[src/rtl/mul_div_seq.sv]
// rtl/mul_div_seq.sv - iterative signed multiplier/divider; divider built only with MULDIV_DIV_EN
module mul_div_seq #(
  parameter int WIDTH = 32
) (
  input  logic             clk,
  input  logic             reset,
  input  logic             start,
  input  logic             op_mul,
  input  logic             op_div,
  input  logic [WIDTH-1:0] opa,
  input  logic [WIDTH-1:0] opb,
  output logic             busy,
  output logic             done,
  output logic [WIDTH-1:0] result_hi,
  output logic [WIDTH-1:0] result_lo,
  output logic             div_by_zero
);

  localparam int CW = $clog2(WIDTH) + 1;

  localparam logic [2:0] S_IDLE = 3'd0;
  localparam logic [2:0] S_PREP = 3'd1;
  localparam logic [2:0] S_RUN  = 3'd2;
  localparam logic [2:0] S_FIX  = 3'd3;
  localparam logic [2:0] S_DONE = 3'd4;

  logic [2:0]         state_q, state_d;
  logic [WIDTH-1:0]   a_q, a_d;
  logic [WIDTH-1:0]   b_q, b_d;
  logic               is_div_q, is_div_d;
  logic               neg_res_q, neg_res_d;
  logic [2*WIDTH-1:0] acc_q, acc_d;
  logic [WIDTH-1:0]   m_q, m_d;
  logic [CW-1:0]      cnt_q, cnt_d;
  logic [WIDTH-1:0]   hi_q, hi_d;
  logic [WIDTH-1:0]   lo_q, lo_d;
  logic               dbz_q, dbz_d;

  logic [WIDTH-1:0]   mag_a, mag_b;
  logic [WIDTH:0]     mul_sum;
  logic [2*WIDTH-1:0] mul_step;
  logic [2*WIDTH-1:0] prod_fixed;

`ifdef MULDIV_DIV_EN
  logic               neg_rem_q, neg_rem_d;
  logic [WIDTH:0]     div_rem_sh;
  logic [WIDTH:0]     div_diff;
  logic               div_ok;
  logic [2*WIDTH-1:0] div_step;
  logic [WIDTH-1:0]   quo_fixed, rem_fixed;
`endif

  assign busy        = (state_q == S_PREP) || (state_q == S_RUN) || (state_q == S_FIX);
  assign done        = (state_q == S_DONE);
  assign result_hi   = hi_q;
  assign result_lo   = lo_q;
  assign div_by_zero = dbz_q;

  // Datapath helpers: operand magnitudes, one shift-add step, one restoring step, sign fix-up
  always_comb begin
    mag_a      = a_q[WIDTH-1] ? -a_q : a_q;
    mag_b      = b_q[WIDTH-1] ? -b_q : b_q;
    // Low half of acc holds the remaining multiplier bits; the carry lands in the top bit.
    mul_sum    = {1'b0, acc_q[2*WIDTH-1:WIDTH]} + (acc_q[0] ? {1'b0, m_q} : '0);
    mul_step   = {mul_sum, acc_q[WIDTH-1:1]};
    prod_fixed = neg_res_q ? -acc_q : acc_q;
`ifdef MULDIV_DIV_EN
    // acc = {partial remainder, dividend bits shifting out / quotient bits shifting in}
    div_rem_sh = {acc_q[2*WIDTH-1:WIDTH], acc_q[WIDTH-1]};
    div_diff   = div_rem_sh - {1'b0, m_q};
    div_ok     = ~div_diff[WIDTH];
    div_step   = {(div_ok ? div_diff[WIDTH-1:0] : div_rem_sh[WIDTH-1:0]),
                  acc_q[WIDTH-2:0], div_ok};
    quo_fixed  = neg_res_q ? -acc_q[WIDTH-1:0] : acc_q[WIDTH-1:0];
    rem_fixed  = neg_rem_q ? -acc_q[2*WIDTH-1:WIDTH] : acc_q[2*WIDTH-1:WIDTH];
`endif
  end

  // Sequencer: accept, prepare magnitudes, iterate WIDTH times, fix signs, publish
  always_comb begin
    state_d   = state_q;
    a_d       = a_q;
    b_d       = b_q;
    is_div_d  = is_div_q;
    neg_res_d = neg_res_q;
    acc_d     = acc_q;
    m_d       = m_q;
    cnt_d     = cnt_q;
    hi_d      = hi_q;
    lo_d      = lo_q;
    dbz_d     = dbz_q;
`ifdef MULDIV_DIV_EN
    neg_rem_d = neg_rem_q;
`endif
    case (state_q)
      S_IDLE: begin
        if (start && (op_mul ^ op_div)) begin
          a_d      = opa;
          b_d      = opb;
          is_div_d = op_div;
          dbz_d    = 1'b0;
          state_d  = S_PREP;
        end
      end
      S_PREP: begin
        neg_res_d = a_q[WIDTH-1] ^ b_q[WIDTH-1];
        cnt_d     = CW'(WIDTH);
        acc_d     = '0;
        if (is_div_q) begin
`ifdef MULDIV_DIV_EN
          neg_rem_d = a_q[WIDTH-1];
          if (b_q == '0) begin
            hi_d    = a_q;
            lo_d    = '1;
            dbz_d   = 1'b1;
            state_d = S_DONE;
          end else begin
            acc_d   = {{WIDTH{1'b0}}, mag_a};
            m_d     = mag_b;
            state_d = S_RUN;
          end
`else
          // Divider not built: a divide request completes immediately with zeros.
          hi_d    = '0;
          lo_d    = '0;
          state_d = S_DONE;
`endif
        end else begin
          acc_d   = {{WIDTH{1'b0}}, mag_b};
          m_d     = mag_a;
          state_d = S_RUN;
        end
      end
      S_RUN: begin
        cnt_d = cnt_q - CW'(1);
`ifdef MULDIV_DIV_EN
        acc_d = is_div_q ? div_step : mul_step;
`else
        acc_d = mul_step;
`endif
        if (cnt_q == CW'(1)) begin
          state_d = S_FIX;
        end
      end
      S_FIX: begin
`ifdef MULDIV_DIV_EN
        if (is_div_q) begin
          hi_d = rem_fixed;
          lo_d = quo_fixed;
        end else begin
          {hi_d, lo_d} = prod_fixed;
        end
`else
        {hi_d, lo_d} = prod_fixed;
`endif
        state_d = S_DONE;
      end
      S_DONE: begin
        state_d = S_IDLE;
      end
      default: begin
        state_d = S_IDLE;
      end
    endcase
  end

  // State registers with asynchronous clear
  always_ff @(posedge clk or posedge reset) begin
    if (reset) begin
      state_q   <= S_IDLE;
      a_q       <= '0;
      b_q       <= '0;
      is_div_q  <= 1'b0;
      neg_res_q <= 1'b0;
      acc_q     <= '0;
      m_q       <= '0;
      cnt_q     <= '0;
      hi_q      <= '0;
      lo_q      <= '0;
      dbz_q     <= 1'b0;
`ifdef MULDIV_DIV_EN
      neg_rem_q <= 1'b0;
`endif
    end else begin
      state_q   <= state_d;
      a_q       <= a_d;
      b_q       <= b_d;
      is_div_q  <= is_div_d;
      neg_res_q <= neg_res_d;
      acc_q     <= acc_d;
      m_q       <= m_d;
      cnt_q     <= cnt_d;
      hi_q      <= hi_d;
      lo_q      <= lo_d;
      dbz_q     <= dbz_d;
`ifdef MULDIV_DIV_EN
      neg_rem_q <= neg_rem_d;
`endif
    end
  end

endmodule
[config.mk]
export PLATFORM = sky130hd
export DESIGN_NAME = mul_div_seq
export DESIGN_NICKNAME = d
export VERILOG_FILES = /design/src/rtl/mul_div_seq.sv
export SDC_FILE = /design/constraint.sdc
export NUM_CORES = 1
export LEC_CHECK = 0
export ABC_AREA = 0
export BUFFER_PORTS_ARGS = -buffer_cell sky130_fd_sc_hd__buf_2
export CORE_ASPECT_RATIO = 0.8
export CORE_MARGIN = 2
export CORE_UTILIZATION = 60
export CTS_CLUSTER_DIAMETER = 200
export CTS_CLUSTER_SIZE = 24
export DETAILED_ROUTE_END_ITERATION = 7
export HOLD_SLACK_MARGIN = 0.05
export PLACE_DENSITY_LB_ADDON = 0.3
export SYNTH_ARGS = -nofsm -noshare
export SYNTH_HDL_FRONTEND = slang
export SYNTH_SLANG_ARGS = --single-unit
[constraint.sdc]
create_clock -name clk -period 8.3 [get_ports clk]
set_input_delay 0.83 -clock clk [delete_from_list [all_inputs] [get_ports clk]]
set_output_delay 0.83 -clock clk [all_outputs]
set_load 0.03 [all_outputs]
# Word level (Yosys, flattened, before mapping)
# Cells that the tools add are included.
# W data, S select, Z words.
word_totals:
  ff_bits: 235
  input_bits: 69
  output_inout_bits: 67
  wordCells: 50
op_classes:
  n_addsub: 5
  eq_ne: 8
  mux: 14
  bitwise_logic: 3
  n_reduce_logical: 10
op_table:
  columns: ["cell", "n"]
  rows:
  - ["$mux W32", 5]
  - ["$pmux W32 S2", 2]
  - ["$pmux W64 S2", 1]
  - ["$mux W64", 1]
  - ["$neg A32 Y32", 2]
  - ["$neg A64 Y64", 1]
  - ["$add A32 B32 Y33", 1]
  - ["$pmux W3 S4", 1]
  - ["$pmux W6 S2", 1]
  - ["$mux W3", 3]
  - ["$reduce_and A2 Y1", 4]
  - ["$eq A3 B2 Y1 const B", 2]
  - ["$eq A6 B1 Y1 const B", 1]
  - ["$sub A6 B1 Y6 const B", 1]
  - ["$ne A2 B2 Y1 const B", 2]
  - ["$reduce_bool A2 Y1", 2]
  - ["$eq A3 B1 Y1 const B", 1]
  - ["$eq A3 B3 Y1 const B", 1]
  - ["$logic_not A3 Y1", 1]
  - ["$logic_or A1 B1 Y1", 2]
  - ["$ne A2 B1 Y1 const B", 1]
  - ["$xor A1 B1 Y1", 2]
  - ["$logic_and A1 B1 Y1", 1]
  - ["$not A1 Y1", 1]

# Depth between registers and ports, before layout
depth:
  ltp_word: 4
  depth_mapped: 13

# Least setup slack after synthesis
# No wires, ideal clock.
synth_timing:
  kind: "flip-flop to flip-flop"
  from: "register acc_q[17]"
  to: "register hi_q[28], in the netlist result_hi[28]"
  arrival_ps: 3512
  required_time_ps: 8171
  path_slack_ps: 4659
  path_stages_with_launch: 11
  path_buffers: 2
  path_cell_list: "dfrtp_1 -> or4_4 -> or4_4 -> or4_4 -> or3_1 -> buf_6 -> or4_4 -> buf_6 -> o41ai_4 -> xor2_1 -> o21ai_1"
synth_via:
  elab_chain_cells: 3
synth_lines:
  columns: ["element", "line", "text"]
  rows:
  - ["start: declaration", "32", "logic [2*WIDTH-1:0] acc_q, acc_d;"]
  - ["start signal: assignment", "175", "acc_q <= '0;"]
  - ["start signal: assignment", "190", "acc_q <= acc_d;"]
  - ["$neg A64 Y64", "66", "prod_fixed = neg_res_q ? -acc_q : acc_q;"]
  - ["$mux W64", "66", null]
  - ["$pmux W32 S2", "95", "case (state_q)"]
  - ["end signal: assignment", "193", "hi_q <= hi_d;"]
  - ["end: declaration", "35", "logic [WIDTH-1:0] hi_q, hi_d;"]
# Every way passes these cells.
# A chain may end at the register's enable or synchronous reset.

# Final worst setup path
layout_timing:
  from: "register acc_q[0]"
  to: "register acc_q[54]"
layout_via:
  elab_chain_cells: 3
layout_lines:
  columns: ["element", "line", "text"]
  rows:
  - ["$mux W32", "64", "mul_sum = {1'b0, acc_q[2*WIDTH-1:WIDTH]} + (acc_q[0] ? {1'b0, m_q} : '0);"]
  - ["$add A32 B32 Y33", "64", null]
  - ["$pmux W64 S2", "95", null]
# Every way passes these cells.

==> metrics.md <==
| Metric | Value |
|---|---|
| Outcome | completed |
| Post-synth cell types | 63 |
| Nets | 1538 |
| Final WL | 30800 um |
| Required time worst endpoint | 8660 ps |
| Global-route wire length before repair | 50000 um |
| Placed Cells incl. Taps | roughly 1.7k |
| Slew Viols, Final | 0 |
| Worst R2R End | acc_q[54] |
| Final Hold Fails | 0 |
| Final Wtd Congestion | 0.957 |
| Die Wd | about 170 um |
| Synth Area in Compound Gates | 0.188 |
| Sink Count | 235 |
| Pin count of the biggest net entering global routing | 95 |
| Sequential Power Share | 0.419 |
| CTS tree | yes |
| Overall via count from detail_route | 10.3k |
| I/O pin count | 136 |
| CORE AREA | 21400 um^2 |
| Crit Reg-Reg Startpoint | acc_q[0] |
| Vias in the first global route | 9384 |
| Grt total ovfl | 0 |
| Layout cells sized above 1 | 0.171 |
| Crit path DAT | 4400 ps |
| Fmax | 0.247 GHz |
| Switching part of the total | 0.461 |
| Non-filler cells, final | 1706 |
| ANT cells | 0 |
| Synth Area per Inst | 9.69 um^2 |
| Initial antenna violation count | 0 |
| Worst slack, placed | 4370 ps |
| Post-route cell area | around 14000 um^2 |
| Top-area cell type share of the netlist area | 0.450 |
| Residual DRC count | 0 |
| RSZ-0062 raised after global routing | no |
| Synth Instances | 1347 |
| Hold Buf Count CTS | 0 |
| Post-DRT Antenna Nets | 0 |
| LEAKAGE | 6.65 nW |
| Post-synthesis mux area share | 0.0591 |
| #FFs+latches synth | 235 |
| Sw Pwr | about 2.4 mW |
| Synth Area in Adders | 0.0370 |
| Fillers | 1776 |
| CTS root buf | clkbuf_16 |
| Worst setup EP type | flop |
| Setup crit start | acc_q[0] |
| Iter 0 DRT Violations | approximately 1.2k |
| Period minus WS final | 4050 ps |
| IO Port Bufs | around 130 |
| Die Height | approximately 140 um |
| Reg2Reg Setup Slack | approximately 4300 ps |
| Startpoint types | flop |
| Main synth FF type | dfrtp_1 |
| Synth warn | 0 |
| Clock Tree Buf Depth | 3 |
| Die area | roughly 23000 um^2 |
| Async set or reset register ratio after synthesis | 1.00 |
| Commonest non-fill, non-tap cells in the layout | 235 x dfrtp_1, 202 x o21ai_0, 177 x nand2_1 |
| Syn Std Cell Area | between 10000 and 15000 um^2 |
| Power Internal | 2.82 mW |
| Worst Setup Path Type | flop to flop |
| Global-route usage over all layers | 0.272 |
| Sequential share of the synthesized area | 0.450 |
| Post-layout util | 0.663 |
| Slew @ Worst Pin | 992 ps |
| Final Cycle Share | 0.487 |
| Clk slew on worst S/H paths | about 100 ps |
| Simple-Gate Fraction of Synth Area | 0.135 |
| Comb pwr share | 0.456 |
| Later-pin clock latency in the skew report | 500 ps |
| Final WS setup | between 4000 and 5000 ps |
| FF/Latch Area | 5880 um^2 |
| Area grow syn2layout | 8.81% |
| Main combinational cell family by area after synthesis | compound AO/OA/AOI/OAI gates |
| XOR/XNOR Fraction of Synth Area | 0.0986 |
| Clock skew | around 26 ps |
| Worst min-delay path category | primary input to asynchronous set/reset pin |
| Starting utilization of the core area | 0.609 |
| Vias/cell | 6.06 |
| DRT Pass-1 Iters | 5 |
| Area of the multi-input gates | 6790 um^2 |
| Max-Slew Margin vs Limit | 0.339 |
| Crit-path max FO | 35 |
| Max cap viols | 0 |
| CTS resizes | 0 |
| Commonest non-fill, non-tap cell in the layout | dfrtp_1 |
| Setup_tns | 0 ps |
| Peak VDD IR | between 0.15 and 0.2 mV |
| # setup viols final | 0 |
| Dpl cell area | 13900 um^2 |
| Clock Power Share | 0.125 |
| Post-CTS setup buffer count | 0 |
| H-tree Lvls | 1 |
| P per Cell Area | 368 nW/um^2 |
| Number of synthesized flops with an enable pin | 0 |
| Post-DR wirelength/cell | 18.0 um |
| # rows | 48 |
| Area contributors post-synth | dfrtp_1 45%, xor2_1 8.5%, o21ai_0 7.8% |
| Synth area leader | dfrtp_1 |
| Syn_nets | 1454 |
| DP Wirelength | 22700 um |
| Total Power | 5.22 mW |
| FF-to-FF path depth | 11 |
| Worst hold margin | 384 ps |
| TritonCTS buffer count | 13 |
==> cell usage after synthesis, drive strengths merged (2+ instances only) <==
master / number
a2111oi: 2
a211o: 3
a211oi: 5
a21o: 21
a21oi: 30
a221o: 2
a22o: 3
a22oi: 29
a31oi: 5
a32o: 3
and2: 33
and3: 4
buf: 10
clkbuf: 65
dfrtp: 235
ha: 37
inv: 26
mux2: 65
mux2i: 4
nand2: 177
nand2b: 19
nand3: 21
nand3b: 4
nand4: 7
nor2: 29
nor2b: 7
nor3: 15
nor4: 6
o2111ai: 2
o211ai: 5
o21ai: 206
o21bai: 5
o31ai: 36
o41ai: 25
or2: 4
or3: 14
or4: 20
xnor2: 20
xor2: 127
==> final cells by class <==
cell class,instances,area share
Timing Repair Buffer,144,0.0525
Inverter,26,0.00740
Clock buffer,13,0.0229
Clock inverter,2,0.00114
Multi-Input combinational cell,1011,0.478
Tap cell,275,0.0242
Sequential cell,235,0.414
==> how the worst max path moves through the flow <==
stage	to	slack [ps]	depth (start not counted)
detailed placement	acc_q[54]	4370	11
global placement	acc_q[54]	4490	11
finish	acc_q[54]	4250	11
CTS	acc_q[54]	4320	11
global route	acc_q[63]	3910	12
floorplan	a_q[0]	1020	1
==> cell families (layout without fill, tap and decap cells) <==
group | Yosys count | count (layout)
buffers and inverters | 101 | 185
XOR/XNOR | 147 | 147
flip-flops | 235 | 235
other | 1 | 1
AO/OA/AOI/OAI | 393 | 393
AND/OR/NAND/NOR | 363 | 363
adder cells (fa/ha/maj) | 38 | 38
multiplexers | 69 | 69
==> flip-flops by register name, summed over array words and instances, names as in the netlist <==
name,flops
cnt_q,6
state_q,3
a_q,32
result_lo,32
result_hi,32
b_q,32
neg_res_q,1
is_div_q,1
m_q,32
acc_q,64
==> routing by layer <==
| metal | share of wire | global-route usage | routed length [um] | vias up |
|---|---|---|---|---|
| met4 | 0.016 | 0.0465 | 496 | 0 |
| met1 | 0.51 | 0.463 | 15600 | 4923 |
| met2 | 0.39 | 0.367 | 12200 | 405 |
| met3 | 0.081 | 0.0346 | 2500 | 33 |
| met5 | 0 | 0 | 0 | - |
| li1 | - | - | - | 4983 |
==> worst max-delay path, cell delays in order (launching register included) <==
cell and delay (ps):
dfrtp_1 970, nand2_1 250, inv_1 110, ha_1 250, a211o_1 320, a211oi_1 330
a2bb2oi_1 270, o21ai_0 260, a31oi_1 540, o21ai_0 320, xnor2_1 190, o21ai_0 80
==> power by group through the flow <==
stage / logic, mW / registers (mW) / clock network [mW]
detailed placement: 2.37 / 2.20 / 0
global route: 2.64 / 2.26 / 0.709
finish: 2.38 / 2.19 / 0.652
global placement: 2.30 / 2.16 / 0
CTS: 2.38 / 2.17 / 0.667
floorplan: 1.57 / 2.25 / 0
Note: power is estimated with default switching activity, not from simulation.
